## config.mk

```make
export PLATFORM = sky130hd
export DESIGN_NAME = serial_ifft_coral
export DESIGN_NICKNAME = d
export VERILOG_FILES = /design/src/rtl/serial_ifft_coral_pkg.sv /design/src/rtl/serial_ifft_coral_cmac_node.sv /design/src/rtl/serial_ifft_coral.sv
export SDC_FILE = /design/constraint.sdc
export NUM_CORES = 2
export LEC_CHECK = 0
export ABC_AREA = 0
export BUFFER_PORTS_ARGS = -buffer_cell sky130_fd_sc_hd__buf_2
export CAP_MARGIN = 0
export CORE_MARGIN = 4
export CORE_UTILIZATION = 40
export DETAILED_ROUTE_END_ITERATION = 6
export GPL_ROUTABILITY_DRIVEN = 0
export SYNTH_ARGS = -nofsm -noshare
export SYNTH_HDL_FRONTEND = slang
export SYNTH_SLANG_ARGS = --single-unit
```

## constraint.sdc

```tcl
create_clock -name clk -period 24.8 [get_ports clk]
set_input_delay 7.44 -clock clk [delete_from_list [all_inputs] [get_ports clk]]
set_output_delay 7.44 -clock clk [all_outputs]
set_load 0.02 [all_outputs]
```

## src/rtl/serial_ifft_coral_pkg.sv

```systemverilog
// rtl/serial_ifft_coral_pkg.sv - shared widths, counter-width helper and stage-1 payload for the serial IFFT core
package ifft_pkg;

    localparam int DEF_W_WIDTH = 16;
    localparam int DEF_X_WIDTH = 16;
    localparam int DEF_S_WIDTH = 32;

    // Products are carried sign-extended to this width so one payload type
    // serves every W_WIDTH/X_WIDTH/S_WIDTH combination up to 64 bits.
    localparam int PROD_W = 64;

    // Bin counter width; never below one bit so the counter always exists.
    function automatic int cnt_width(input int frame_length);
        return (frame_length <= 2) ? 1 : $clog2(frame_length);
    endfunction

    typedef struct packed {
        logic signed [PROD_W-1:0] p_re;
        logic signed [PROD_W-1:0] p_im;
        logic                     first;
        logic                     last;
        logic                     valid;
    } s1_payload_t;

endpackage

```

## src/rtl/serial_ifft_coral_cmac_node.sv

```systemverilog
// rtl/serial_ifft_coral_cmac_node.sv - registered real-part complex multiply followed by frame accumulator
module cmac_node
    import ifft_pkg::*;
#(
    parameter int W_WIDTH = DEF_W_WIDTH,
    parameter int X_WIDTH = DEF_X_WIDTH,
    parameter int S_WIDTH = DEF_S_WIDTH,
    parameter int SHIFT   = 0
) (
    input  logic                      clk,
    input  logic                      rst,
    input  logic                      valid_i,
    input  logic                      first_i,
    input  logic                      last_i,
    input  logic signed [X_WIDTH-1:0] x_re,
    input  logic signed [X_WIDTH-1:0] x_im,
    input  logic signed [W_WIDTH-1:0] w_re,
    input  logic signed [W_WIDTH-1:0] w_im,
    output logic signed [S_WIDTH-1:0] sample,
    output logic                      valid_o
);

    s1_payload_t               s1_d, s1_q;
    logic signed [S_WIDTH-1:0] acc_d, acc_q;
    logic signed [S_WIDTH-1:0] sample_d, sample_q;
    logic                      valid_o_d, valid_o_q;
    logic signed [S_WIDTH-1:0] p_re_s, p_im_s, base, sum;

    // Stage 1: full-precision products plus the tags that travel with them
    always_comb begin
        s1_d       = '0;
        s1_d.p_re  = PROD_W'(x_re) * PROD_W'(w_re);
        s1_d.p_im  = PROD_W'(x_im) * PROD_W'(w_im);
        s1_d.first = first_i;
        s1_d.last  = last_i;
        s1_d.valid = valid_i;
    end

    // Stage 2: accumulate re - im; the first tag restarts the sum, last publishes it
    always_comb begin
        p_re_s    = s1_q.p_re[S_WIDTH-1:0];
        p_im_s    = s1_q.p_im[S_WIDTH-1:0];
        base      = s1_q.first ? '0 : acc_q;
        sum       = base + p_re_s - p_im_s;
        acc_d     = acc_q;
        sample_d  = sample_q;
        valid_o_d = 1'b0;
        if (s1_q.valid) begin
            acc_d = sum;
            if (s1_q.last) begin
                sample_d  = sum >>> SHIFT;
                valid_o_d = 1'b1;
            end
        end
    end

    // Pipeline and accumulator registers
    always_ff @(posedge clk) begin
        if (rst) begin
            s1_q      <= '0;
            acc_q     <= '0;
            sample_q  <= '0;
            valid_o_q <= 1'b0;
        end else begin
            s1_q      <= s1_d;
            acc_q     <= acc_d;
            sample_q  <= sample_d;
            valid_o_q <= valid_o_d;
        end
    end

    assign sample  = sample_q;
    assign valid_o = valid_o_q;

endmodule

```

## src/rtl/serial_ifft_coral.sv

```systemverilog
// rtl/serial_ifft_coral.sv - serial inverse-DFT sample synthesis: bin counter, sync handling, twiddle select
module serial_ifft_coral
    import ifft_pkg::*;
#(
    parameter int W_WIDTH      = DEF_W_WIDTH,
    parameter int X_WIDTH      = DEF_X_WIDTH,
    parameter int S_WIDTH      = DEF_S_WIDTH,
    parameter int FRAME_LENGTH = 3,
    parameter int SHIFT        = 0
) (
    input  logic                      clk,
    input  logic                      rst,
    input  logic signed [W_WIDTH-1:0] w_re [FRAME_LENGTH],
    input  logic signed [W_WIDTH-1:0] w_im [FRAME_LENGTH],
    input  logic                      valid_i,
    input  logic                      sync_i,
    input  logic signed [X_WIDTH-1:0] x_re,
    input  logic signed [X_WIDTH-1:0] x_im,
    output logic signed [S_WIDTH-1:0] sample,
    output logic                      valid_o,
    output logic                      frame_err_o
);

    localparam int              CW     = cnt_width(FRAME_LENGTH);
    localparam logic [CW-1:0]   K_LAST = CW'(FRAME_LENGTH - 1);

    logic [CW-1:0] cnt_d, cnt_q;
    logic [CW-1:0] k_eff;
    logic          frame_err_d, frame_err_q;
    logic          first, last;

    // A synced beat is forced to bin 0; a sync landing mid-frame flags an abort
    always_comb begin
        k_eff       = (valid_i && sync_i) ? '0 : cnt_q;
        first       = (k_eff == '0);
        last        = (k_eff == K_LAST);
        cnt_d       = cnt_q;
        if (valid_i) begin
            cnt_d = last ? '0 : k_eff + 1'b1;
        end
        frame_err_d = valid_i && sync_i && (cnt_q != '0);
    end

    // Bin counter and abort pulse
    always_ff @(posedge clk) begin
        if (rst) begin
            cnt_q       <= '0;
            frame_err_q <= 1'b0;
        end else begin
            cnt_q       <= cnt_d;
            frame_err_q <= frame_err_d;
        end
    end

    cmac_node #(
        .W_WIDTH (W_WIDTH),
        .X_WIDTH (X_WIDTH),
        .S_WIDTH (S_WIDTH),
        .SHIFT   (SHIFT)
    ) u_node (
        .clk     (clk),
        .rst     (rst),
        .valid_i (valid_i),
        .first_i (first),
        .last_i  (last),
        .x_re    (x_re),
        .x_im    (x_im),
        .w_re    (w_re[k_eff]),
        .w_im    (w_im[k_eff]),
        .sample  (sample),
        .valid_o (valid_o)
    );

    assign frame_err_o = frame_err_q;

endmodule

```

# Word-level counts from Yosys, hierarchy flattened
# Cells that the tools add are included.
[op_classes] n_addsub=3 mul=2 n_lt_le_gt_ge=1 n_eq_ne=1 mux=10 bitwise_logic=2 n_reduce_logical=6
[ops] op="$bmux 16 s2" n=2
[ops] op="$mul 16x16->32" n=2
[ops] op="$mux 16" n=4
[ops] op="$add 32x32->32" n=1
[ops] op="$mux 32" n=1
[ops] op="$sub 32x32->32" n=1
[ops] op="$mux 2" n=2
[ops] op="$ge 3x3->1 const B" n=1
[ops] op="$not 2->3" n=1
[ops] op="$add 2x1->2 const B" n=1
[ops] op="$eq 2x2->1 const B" n=1
[ops] op="$logic_and 1x1->1" n=2
[ops] op="$logic_not 2->1" n=1
[ops] op="$reduce_and 2->1" n=1
[ops] op="$reduce_bool 2->1" n=1
[ops] op="$reduce_or 2->1" n=1
[ops] op="$mux 1" n=1
[ops] op="$not 1->1" n=1
[totals] regBits=135 input_bits=132

# Logic depth before layout (Yosys ltp)
[logic_depth] ltp_word=7 ltp_mapped=30 mapped_depth_nobuf=26

# Cells and area by module
# From an unflattened synthesis, not the netlist that was laid out.
[unflattened] cells_unflattened=2994 hier_area_um2=26929.6
[by_module_without_submodules] module="cmac_node" instances=1 cells_each=2907 area_each_um2=26178.9 seq_area_each_um2=2642.5
[by_module_without_submodules] module="serial_ifft_coral" instances=1 cells_each=87 area_each_um2=750.7 seq_area_each_um2=60.1

# Least setup slack after synthesis
# Ideal clock, no wire load.
[synth_path] kind="input-to-reg" startpoint="in sync_i" endpoint="reg u_node.s1_q, in the netlist u_node.p_re_s[30]" setup_ns=0.121 arrival_ns=14.504 required_time_ns=24.679 path_slack_ns=10.175 stages=27 n_path_buf=4 cell_sequence="and2_1 -> clkbuf_1 -> nor3b_1 -> buf_2 -> buf_2 -> a22oi_1 -> o21ai_1 -> buf_2 -> nand2_1 -> fa_1 -> inv_1 -> fa_1 -> fa_1 -> fa_1 -> fa_1 -> inv_1 -> fa_1 -> inv_1 -> ha_1 -> a21o_1 -> a21o_1 -> a211o_1 -> or3_1 -> a41o_1 -> o41ai_4 -> o21ai_2 -> mux2_4"
[synth_between] elab_chain_cells=7
[synth_lines] item="start: declaration" line="serial_ifft_coral.sv:16" rtl="input logic sync_i,"
[synth_lines] item="$logic_and 1x1->1" line="serial_ifft_coral.sv:34" rtl="k_eff = (valid_i && sync_i) ? '0 : cnt_q;"
[synth_lines] item="$mux 2" line="serial_ifft_coral.sv:34"
[synth_lines] item="$not 2->3 (not written as such)" line="serial_ifft_coral.sv:68" rtl=".w_re (w_re[k_eff]),"
[synth_lines] item="$bmux 16 s2" line="serial_ifft_coral.sv:68"
[synth_lines] item="$mux 16 (not written as such) (2 in series)" line="serial_ifft_coral.sv:68"
[synth_lines] item="$mul 16x16->32" line="serial_ifft_coral_cmac_node.sv:32" rtl="s1_d.p_re = PROD_W'(x_re) * PROD_W'(w_re);"
[synth_lines] item="end signal: assignment" line="serial_ifft_coral_cmac_node.sv:60" rtl="s1_q <= '0;"
[synth_lines] item="end signal: assignment" line="serial_ifft_coral_cmac_node.sv:65" rtl="s1_q <= s1_d;"
[synth_lines] item="end: declaration" line="serial_ifft_coral_cmac_node.sv:23" rtl="s1_payload_t s1_d, s1_q;"
# Every way passes these cells. The select of a mux whose other input is x is not followed.
# A chain may end at the register's enable or synchronous reset.

# Final worst setup path
[layout_path] startpoint="in sync_i" endpoint="reg u_node.s1_q, in the netlist u_node.p_im_s[28]"
[layout_between] elab_chain_cells=7
[layout_lines] item="$logic_and 1x1->1" line="serial_ifft_coral.sv:34"
[layout_lines] item="$mux 2" line="serial_ifft_coral.sv:34"
[layout_lines] item="$not 2->3 (not written as such)" line="serial_ifft_coral.sv:69" rtl=".w_im (w_im[k_eff]),"
[layout_lines] item="$bmux 16 s2" line="serial_ifft_coral.sv:69"
[layout_lines] item="$mux 16 (not written as such) (2 in series)" line="serial_ifft_coral.sv:69"
[layout_lines] item="$mul 16x16->32" line="serial_ifft_coral_cmac_node.sv:33" rtl="s1_d.p_im = PROD_W'(x_im) * PROD_W'(w_im);"
# Every way passes these cells. The select of a mux whose other input is x is not followed.

==> run summary <==
Via Count: 20480
reg2reg start: cnt_q[1]
final WL: 67600 um
max_cap viols: 0
syn avg cell area: 8.798 um2
Area Overhead vs Synth: 8.555%
CP max stage delay: 0.64 ns
Longest Clk Path Bufs: 2
total core area: 67630 um2
synth warn: 0
clock sinks: 135
Slew Limit Fails: 0
Worst Setup SP: sync_i
TritonRoute pass-1 iters: 5
grt total ovfl: 0
Die H: 270.3 um
most frequent cells in the layout: inv_1 (692), fa_1 (555), nand2_1 (323), and2_1 (250), ha_1 (196)
CP most frequent cell: fa_1
Post-CTS Hold Fix Bufs: 0
clock skew: 0.01971 ns
Hold Crit Start: u_node.sample[7]
clock slew at reported path FFs: 0.06 ns
Setup Slack @ Placement: 9.546 ns
clk_lat worst skew: 0.44 ns
Primary FF master, synth: dfxtp_1
top cell family by delay on the critical path: adder cells
kind of critical path: input pin to flip-flop
Finished Cell Area: 29860 um2
DRC: 0
Initial Utilization: 40.68%
setup repair bufs after CTS: 0
Yosys cell types: 73
row cnt: 95
antenna-violating nets left: 0
die area: 73040 um2
Overall Global Routing Usage: 19.03%
first-pass GRT wire length: 113400 um
Detailed Place HPWL: 56120 um
vias in the first global route: 21760
worst-path fanout max: 34
Final setup viols: 0
Synth Instances: 3127
largest cells by area after synthesis: fa_1 (40%), dfxtp_1 (9.8%), inv_1 (9.4%)
Slowest-stage cell, CP: o21ai_1
RSZ-0062 raised after global routing: false
Detailed Route Iter0 Violations: 1102
CTS Root Cell: clkbuf_16
CTS tree: done
area share of the largest cell type after synthesis: 40.39%
Worst setup SP type: input pin
Setup TNS: 0 ns
Fmax: 0.06751 GHz
DR vias/cell: 4.983
Yosys top cell by area: fa_1
kind of end point of the critical path: flip-flop
I/O pin cnt: 166
Seq/Total Area, Yosys: 9.824%
Post-DP Area: 29250 um2
CP required: 25.11 ns
Tcrit/Tclk final: 59.73%
critical path arrival: 15.12 ns
fin crit period: 14.81 ns
I/O Buffers: 165
Synth Cell Area: 27510 um2
antenna violations before repair: 2
H-tree depth: 4
Fin. Hold Viols: 0
largest net degree at the start of global routing: 95
Buf+Inv Stages, Crit Path: 6
drt wl/cell: 16.45 um
Die Wd: 270.3 um
Hold Crit Class: flip-flop to flip-flop
final net count: 4106
Synth async-reset ratio: 0%
Slew @ Worst Pin: 1.158 ns
fin worst setup slack: 9.988 ns
CTS buffer count: 17
fraction of layout cells with a size suffix above 1: 8.189%
flops & latches, synth: 135
Post-synth EDFFs: 0
status: complete, no violations
max_slew headroom: 22.26%
cts repair resizes: 0
most frequent standard cell in the layout excluding fill and tap cells: inv_1
Synthesized Nets: 4010
cell type report:
cell class	count	area (um2)
multi-input combinational	2178	21770
timing repair buffer	198	1076
tap	873	1092
sequential	135	2705
clock buffer	23	467.9
fill	6701	37770
clock inverter	9	147.6
antenna	1	2.502
inverter	693	2601
cell families (layout without fill, tap and decap cells):
| family | Yosys count | after routing | synth area share, % |
|---|---|---|---|
| simple gates | 921 | 921 | 16.60 |
| fa+ha+maj | 751 | 751 | 49.30 |
| flops | 135 | 135 | 9.824 |
| xor+xnor | 80 | 80 | 2.547 |
| mux | 26 | 26 | 0.9960 |
| buf+inv | 814 | 923 | 11.17 |
| compound gates | 400 | 400 | 9.564 |
| other cells | 0 | 1 | 0 |
state kept, by name, indices dropped and copies added, names as in the netlist:
register and flops:
u_node.s1_q 3, u_node.p_im_s 32, u_node.sample 32, u_node.p_re_s 32, frame_err_o 1, u_node.acc_q 32, cnt_q 2, u_node.valid_o 1
through the flow:
stage / utilization, % / cells / hold WS (ns)
4_1_cts: 44.15 / 4109 / 0.4518
2_1_floorplan: - / 3127 / 0.4458
3_5_place_dp: 43.24 / 4077 / 0.4440
6_report: 44.16 / 4110 / 0.4489
5_1_grt: 44.15 / 4109 / 0.4692
3_3_place_gp: 43.24 / 4077 / 0.4396
metal layers:
layer,GRT usage (%),routed length (um),vias to the layer above
met1,26.06,30920,10270
met5,0,7,-
li1,-,-,9765
met3,1.830,2568,62
met4,3.687,1077,2
met2,33.17,33020,377
Yosys cell counts, types with 24 or more instances:
library cell	instances
clkbuf_1	101
nor2_1	143
o21ai_0	64
nand2_1	323
a21oi_1	98
xor2_1	26
inv_1	692
a22oi_1	30
and2_1	250
dfxtp_1	135
nand3_1	33
nor2b_1	50
a31oi_1	38
xnor2_1	54
nand2b_1	37
ha_1	196
a21o_1	40
fa_1	555
nor3_1	24
worst paths after layout:
kind | slack, ns | cells past startpoint | end
max reg2reg | 16.75 | 24 | u_node.p_im_s[28]
min | 0.45 | 2 | u_node.sample[7]
max | 9.99 | 26 | u_node.p_im_s[28]
min reg2reg | 0.45 | 2 | u_node.sample[7]
worst reg2reg max path: cells and delay by family, from the launching register on:
family | cells | cell delay, ns
DFF | 1 | 0.31
AOI/OAI and AO/OA | 8 | 2.41
muxes | 1 | 0.34
adders and majority gates | 7 | 3.29
buffers and inverters | 5 | 0.92
and+or+nand+nor | 3 | 0.63
Power is not shown: default switching activity piles up to over one toggle a cycle in this logic, so the estimate is an artifact.
